`src/rtl/dma_cfg_tx_pkg.sv`:
```
// Shared definitions for the configuration-packet transmitter: beat flags,
// beat width, default opcode, FSM states and the command record.
package dma_cfg_tx_pkg;

  localparam int         CFG_W          = 134;
  localparam logic [5:0] BEAT_HEAD      = 6'b010000;
  localparam logic [5:0] BEAT_MID       = 6'b110000;
  localparam logic [5:0] BEAT_TAIL      = 6'b100000;
  localparam logic [2:0] OPCODE_DEFAULT = 3'b010;

  typedef enum logic [1:0] {
    ST_IDLE,
    ST_HEAD,
    ST_TAIL
  } state_t;

  // One queued write command; field order matches the beat layout below.
  typedef struct packed {
    logic [7:0]  dst;
    logic [7:0]  cmd_type;
    logic [31:0] addr;
    logic [31:0] mask;
    logic [31:0] data;
  } cmd_t;

  localparam int CMD_W = $bits(cmd_t);

  // Head and tail share bits [127:32]; only the tail blanks the data field.
  function automatic logic [CFG_W-1:0] build_beat(input logic [5:0] flag,
                                                  input logic [2:0] opcode,
                                                  input cmd_t       cmd,
                                                  input logic       with_data);
    build_beat = {flag, 1'b1, opcode, 12'h000, cmd.dst, cmd.cmd_type,
                  cmd.addr, cmd.mask, (with_data ? cmd.data : 32'h0)};
  endfunction

endpackage

```
`src/rtl/cfg_cmd_fifo.sv`:
```
// Small synchronous command FIFO with full/empty flags. The read port is
// asynchronous so the transmitter can form the head beat straight from the
// oldest entry without an extra prefetch cycle.
module cfg_cmd_fifo #(
  parameter int WIDTH = 8,
  parameter int DEPTH = 4
) (
  input  logic             clk,
  input  logic             rst,
  input  logic             wr_en,
  input  logic [WIDTH-1:0] wr_data,
  input  logic             rd_en,
  output logic [WIDTH-1:0] rd_data,
  output logic             full,
  output logic             empty
);

  localparam int AW = (DEPTH > 1) ? $clog2(DEPTH) : 1;

  logic [WIDTH-1:0] r_mem [DEPTH];
  logic [AW-1:0]    r_wr_ptr;
  logic [AW-1:0]    r_rd_ptr;
  logic [AW:0]      r_count;
  logic             w_wr;
  logic             w_rd;

  assign full    = (r_count == (AW+1)'(DEPTH));
  assign empty   = (r_count == '0);
  assign w_wr    = wr_en && !full;
  assign w_rd    = rd_en && !empty;
  assign rd_data = r_mem[r_rd_ptr];

  // Storage array; contents need no reset since occupancy is tracked separately.
  always_ff @(posedge clk) begin
    if (w_wr) begin
      r_mem[r_wr_ptr] <= wr_data;
    end
  end

  // Pointers wrap naturally because the depth is a power of two.
  always_ff @(posedge clk) begin
    if (rst) begin
      r_wr_ptr <= '0;
      r_rd_ptr <= '0;
      r_count  <= '0;
    end else begin
      if (w_wr) r_wr_ptr <= r_wr_ptr + AW'(1);
      if (w_rd) r_rd_ptr <= r_rd_ptr + AW'(1);
      case ({w_wr, w_rd})
        2'b10:   r_count <= r_count + (AW+1)'(1);
        2'b01:   r_count <= r_count - (AW+1)'(1);
        default: r_count <= r_count;
      endcase
    end
  end

endmodule

```
`src/rtl/dma_cfg_tx.sv`:
```
// Turns queued register-write commands into two-beat (head, tail) packets on
// the pipeline configuration chain, honouring downstream backpressure.
module dma_cfg_tx
  import dma_cfg_tx_pkg::*;
#(
  parameter int         FIFO_DEPTH = 4,
  parameter logic [2:0] OPCODE     = OPCODE_DEFAULT
) (
  input  logic             clk,
  input  logic             rst,
  input  logic             cmd_valid,
  output logic             cmd_ready,
  input  logic [7:0]       cmd_dst,
  input  logic [7:0]       cmd_type,
  input  logic [31:0]      cmd_addr,
  input  logic [31:0]      cmd_mask,
  input  logic [31:0]      cmd_data,
  output logic [CFG_W-1:0] cout_cfg_data,
  output logic             cout_cfg_data_wr,
  input  logic             cin_cfg_ready,
  output logic             busy,
  output logic [15:0]      pkt_cnt
);

  state_t           r_state;
  state_t           w_state_next;
  cmd_t             w_cmd_in;
  cmd_t             w_fifo_dout;
  cmd_t             r_cmd;
  logic             w_fifo_full;
  logic             w_fifo_empty;
  logic             w_push;
  logic             w_pop;
  logic             w_issue;
  logic             w_tail_issue;
  logic [CFG_W-1:0] w_beat;
  logic             r_init;
  logic             r_wr;
  logic [CFG_W-1:0] r_data;
  logic [15:0]      r_pkt_cnt;

  // r_init keeps cmd_ready low until the first edge after reset releases.
  assign cmd_ready        = r_init && !w_fifo_full;
  assign w_push           = cmd_valid && cmd_ready;
  assign w_cmd_in         = {cmd_dst, cmd_type, cmd_addr, cmd_mask, cmd_data};
  assign w_tail_issue     = w_issue && (r_state == ST_TAIL);
  assign busy             = !w_fifo_empty || (r_state != ST_IDLE);
  assign cout_cfg_data    = r_data;
  assign cout_cfg_data_wr = r_wr;
  assign pkt_cnt          = r_pkt_cnt;

  cfg_cmd_fifo #(
    .WIDTH (CMD_W),
    .DEPTH (FIFO_DEPTH)
  ) u_fifo (
    .clk     (clk),
    .rst     (rst),
    .wr_en   (w_push),
    .wr_data (w_cmd_in),
    .rd_en   (w_pop),
    .rd_data (w_fifo_dout),
    .full    (w_fifo_full),
    .empty   (w_fifo_empty)
  );

  // FSM state register.
  always_ff @(posedge clk) begin
    if (rst) r_state <= ST_IDLE;
    else     r_state <= w_state_next;
  end

  // Next state, beat selection and issue/pop strobes; a beat only issues when downstream is ready.
  always_comb begin
    w_state_next = r_state;
    w_issue      = 1'b0;
    w_pop        = 1'b0;
    w_beat       = '0;
    unique case (r_state)
      ST_IDLE: begin
        if (!w_fifo_empty) w_state_next = ST_HEAD;
      end
      ST_HEAD: begin
        w_beat = build_beat(BEAT_HEAD, OPCODE, w_fifo_dout, 1'b1);
        if (cin_cfg_ready) begin
          w_issue      = 1'b1;
          w_pop        = 1'b1;
          w_state_next = ST_TAIL;
        end
      end
      ST_TAIL: begin
        w_beat = build_beat(BEAT_TAIL, OPCODE, r_cmd, 1'b0);
        if (cin_cfg_ready) begin
          w_issue      = 1'b1;
          w_state_next = w_fifo_empty ? ST_IDLE : ST_HEAD;
        end
      end
      default: w_state_next = ST_IDLE;
    endcase
  end

  // Hold the popped command so the tail can be rebuilt after the FIFO moves on.
  always_ff @(posedge clk) begin
    if (rst)        r_cmd <= '0;
    else if (w_pop) r_cmd <= w_fifo_dout;
  end

  // Registered beat output (zero when idle) and the completed-packet counter.
  always_ff @(posedge clk) begin
    if (rst) begin
      r_init    <= 1'b0;
      r_wr      <= 1'b0;
      r_data    <= '0;
      r_pkt_cnt <= '0;
    end else begin
      r_init <= 1'b1;
      r_wr   <= w_issue;
      r_data <= w_issue ? w_beat : '0;
      if (w_tail_issue) r_pkt_cnt <= r_pkt_cnt + 16'd1;
    end
  end

endmodule

```
`config.mk`:
```
export PLATFORM = sky130hd
export DESIGN_NAME = dma_cfg_tx
export DESIGN_NICKNAME = d
export VERILOG_FILES = /design/src/rtl/dma_cfg_tx_pkg.sv /design/src/rtl/cfg_cmd_fifo.sv /design/src/rtl/dma_cfg_tx.sv
export SDC_FILE = /design/constraint.sdc
export NUM_CORES = 1
export LEC_CHECK = 0
export CORE_ASPECT_RATIO = 1.2
export CORE_MARGIN = 4
export CORE_UTILIZATION = 30
export DETAILED_ROUTE_END_ITERATION = 12
export PLACE_DENSITY = 0.58
export SLEW_MARGIN = 0
export SYNTH_ARGS = -nofsm -noshare
export SYNTH_HDL_FRONTEND = slang
export SYNTH_SLANG_ARGS = --single-unit
```
`constraint.sdc`:
```
create_clock -name clk -period 3.55 [get_ports clk]
set_input_delay 0.71 -clock clk [delete_from_list [all_inputs] [get_ports clk]]
set_output_delay 0.71 -clock clk [all_outputs]
set_load 0.1 [all_outputs]
```
==> impl_results.md <==
* FF-to-FF End: r_cmd[104]
* Layout cell share with drive strength beyond 1 at 0.165
* Count of final max-slew check failures at 0
* Number of synthesized flops with an enable pin at about 450
* Worst EP required at 2.84 ns
* Post-synth cell types at 39
* Worst setup path endpoint: pkt_cnt[3]
* # hold bufs at CTS at 0
* Top-count cell post-synth: edfxtp_1
* Final wirelength at 56100 um
* RR Startpoint: r_state[1]
* Num CTS Buffers at 72
* Post-synthesis async set-or-reset flop share at 0
* Power density cells at between 500 and 600 mW/mm2
* Setup crit start: pkt_cnt[3]
* Grt ovf at 0
* Setup Fix Bufs, Post-CTS at 0
* CP Capture Type: output pin
* 1st-iter DRT viols at roughly 700
* Area Growth Syn to Fin at 25.6%
* Sink Count at ~670
* # rows at about 110
* Final Cycle Share at 0.828
* FMAX at 340 MHz
* Finish-stage setup viols at 0
* Initial Util at 0.304
* Worst-case clock buffer depth at 3
* # DRC at 0
* GPL Wtd Cong at about 0.74
* Die area at approximately 0.084 mm2
* H-tree depth at 3
* Initial DRT Pass Iterations at 4
* Initial antenna violation count at 10
* Top cell type's share of synthesized area at 0.567
* Clock slew at reported path FFs at 0.06 ns
* Wire length per cell at ~21 um
* Reg2Reg Setup Slack at roughly 1.2 ns
* Mapped cell area at between 0.02 and 0.025 mm2
* Synth warn at 0
* Worst slew pin tran at approximately 1.0 ns
* Register area share after synthesis at 0.756
* Type of the most critical hold path: in -> reg
* Worst endpoint data arrival time at between 2 and 2.5 ns
* Critical Path Source Type: register
* Max_cap viols at 0
* First-pass GRT wire length at approximately 83000 um
* Reg2Reg Depth at 7
* Overall power at between 15 and 20 mW
* Root buf cell: clkbuf_16
* Post-synth top cells: 448 x edfxtp_1, 224 x dfxtp_1, 170 x nand2_1
* Nets at about 1800
* Status: complete, no violations
* Leak Pwr at roughly 9.6 nW
* Cell family with most CP delay: buffers and inverters
* Via Count at roughly 13000
* Pin count of the biggest net entering global routing at roughly 80
* Slowest Stage Delay on Critical Path at 1.18 ns
* Avg Vias per Cell at between 4 and 5
* Die width at approximately 260 um
* Die Ht at around 320 um
* Max IR drop VDD at 344 uV
* Synth area leader: edfxtp_1
* Worst Clk Skew at about 0.024 ns
* Final HPWL DP at 32000 um
* Largest cells by area after synthesis: edfxtp_1 57%, dfxtp_1 19%, mux4_2 11%, a22o_1 3.0%, nand2_1 2.7%
* Slew HR at 0.314
* Primary FF master, synth: edfxtp_1
* Total GRT Usage at 0.132
* Vias in the first global route at between 10000 and 15000
* Core Area at ~0.08 mm2
* Critical Path, Cell by Cell: clkdlybuf4s50_1
* Syn Inst Count at 1370
* # IOs at between 200 and 300
* RSZ-0062 raised after global routing: false
* Flops & latches, synth at 672
* CP Buf/Inv Count at 1
* Crit-path slowest cell: clkdlybuf4s50_1
* Input/output buffers at 250
* CTS tree: built
* Final min period at 2.94 ns
* CP Depth at 1
* # resized after CTS at 0
* Hold Violations, Final at 0
* CP Class: reg -> out
* Clk_lat worst skew at just over 0.6 ns
* Total negative slack at 0 ns
* CP max FO at 7
* Syn avg cell area at 17.3 um2
* Final ANT Viol Nets at 0
worst min path at each step:
stage / from / cells past startpoint / slack (ns) / endpoint
after detailed placement: r_cmd[32] / 2 / 0.45 / r_cmd[32]
after global routing: rst / 2 / 0.33 / r_init
after CTS: rst / 2 / 0.30 / r_init
final: rst / 2 / 0.35 / r_init
after floorplan: r_cmd[100] / 2 / 0.44 / r_cmd[100]
after global placement: r_cmd[109] / 2 / 0.44 / r_cmd[109]
per-stage QoR:
| step | utilization | worst slack [ns] | std cells | hold WS (ns) | instance area [um2] |
|---|---|---|---|---|---|
| after detailed placement | 0.352 | 0.633 | 2590 | 0.447 | 27500 |
| final | 0.382 | 0.610 | 2731 | 0.351 | 29800 |
| after global routing | 0.382 | 0.514 | 2725 | 0.333 | 29800 |
| after global placement | 0.352 | 0.621 | 2590 | 0.441 | 27500 |
| after CTS | 0.382 | 0.544 | 2723 | 0.304 | 29800 |
| after floorplan | - | 0.248 | 1387 | 0.437 | 23800 |
state kept, by name, summed over array words and instances (netlist names), named ones only:
name              cells
u_fifo.r_mem        448
cout_cfg_data       115
r_cmd                80
pkt_cnt              16
u_fifo.r_count        3
r_state               2
u_fifo.r_rd_ptr       2
u_fifo.r_wr_ptr       2
cout_cfg_data_wr      1
r_init                1
routing by layer:
layer  share of wire  track usage
met1            0.41        0.162
met2            0.50        0.225
met3           0.065       0.0373
met4           0.024       0.0452
met5         0.00023            0
cells by family (layout without fill, tap and decap cells):
| family | count (synthesis) | count (layout) | synth area share |
|---|---|---|---|
| compound gates | 180 | 180 | 0.0521 |
| flops | 672 | 672 | 0.756 |
| mux | 114 | 114 | 0.107 |
| other cells | 1 | 26 | 0.000158 |
| xor+xnor | 15 | 15 | 0.00553 |
| buf+inv | 111 | 421 | 0.0228 |
| fa+ha+maj | 13 | 13 | 0.00717 |
| simple gates | 264 | 264 | 0.0496 |
layout by cell type, fill, tap and decap left out, drive strengths merged, types with 2 or more instances in the layout:
cell / instances
edfxtp: 448
clkdlybuf4s50: 229
dfxtp: 224
nand2: 170
mux4: 112
clkbuf: 92
a21oi: 88
a22o: 80
buf: 45
and2: 37
nor2: 24
clkinv: 24
inv: 19
conb: 18
ha: 12
xnor2: 10
diode: 8
and3: 8
nor3: 6
nand3: 6
clkinvlp: 6
bufinv: 6
xor2: 5
o21ai: 4
nand4: 4
or3: 3
mux2i: 2
a31o: 2
o31ai: 2
or4: 2
or2: 2
final cells by class:
class | count | area (um2)
Clock inverter | 41 | 424
Multi-Input combinational cell | 604 | 5360
Inverter | 14 | 52.6
Tap cell | 1026 | 1280
Fill cell | 7088 | 48200
Clock buffer | 92 | 1910
Antenna cell | 8 | 20.0
Timing Repair Buffer | 274 | 2830
Sequential cell | 672 | 17900
where the power goes:
part | internal, mW | switching [mW]
clock network | 4.28 | 3.01
logic | 0.547 | 1.14
registers | 8.64 | 0.139
No activity file was read; power rests on OpenSTA's default activity.
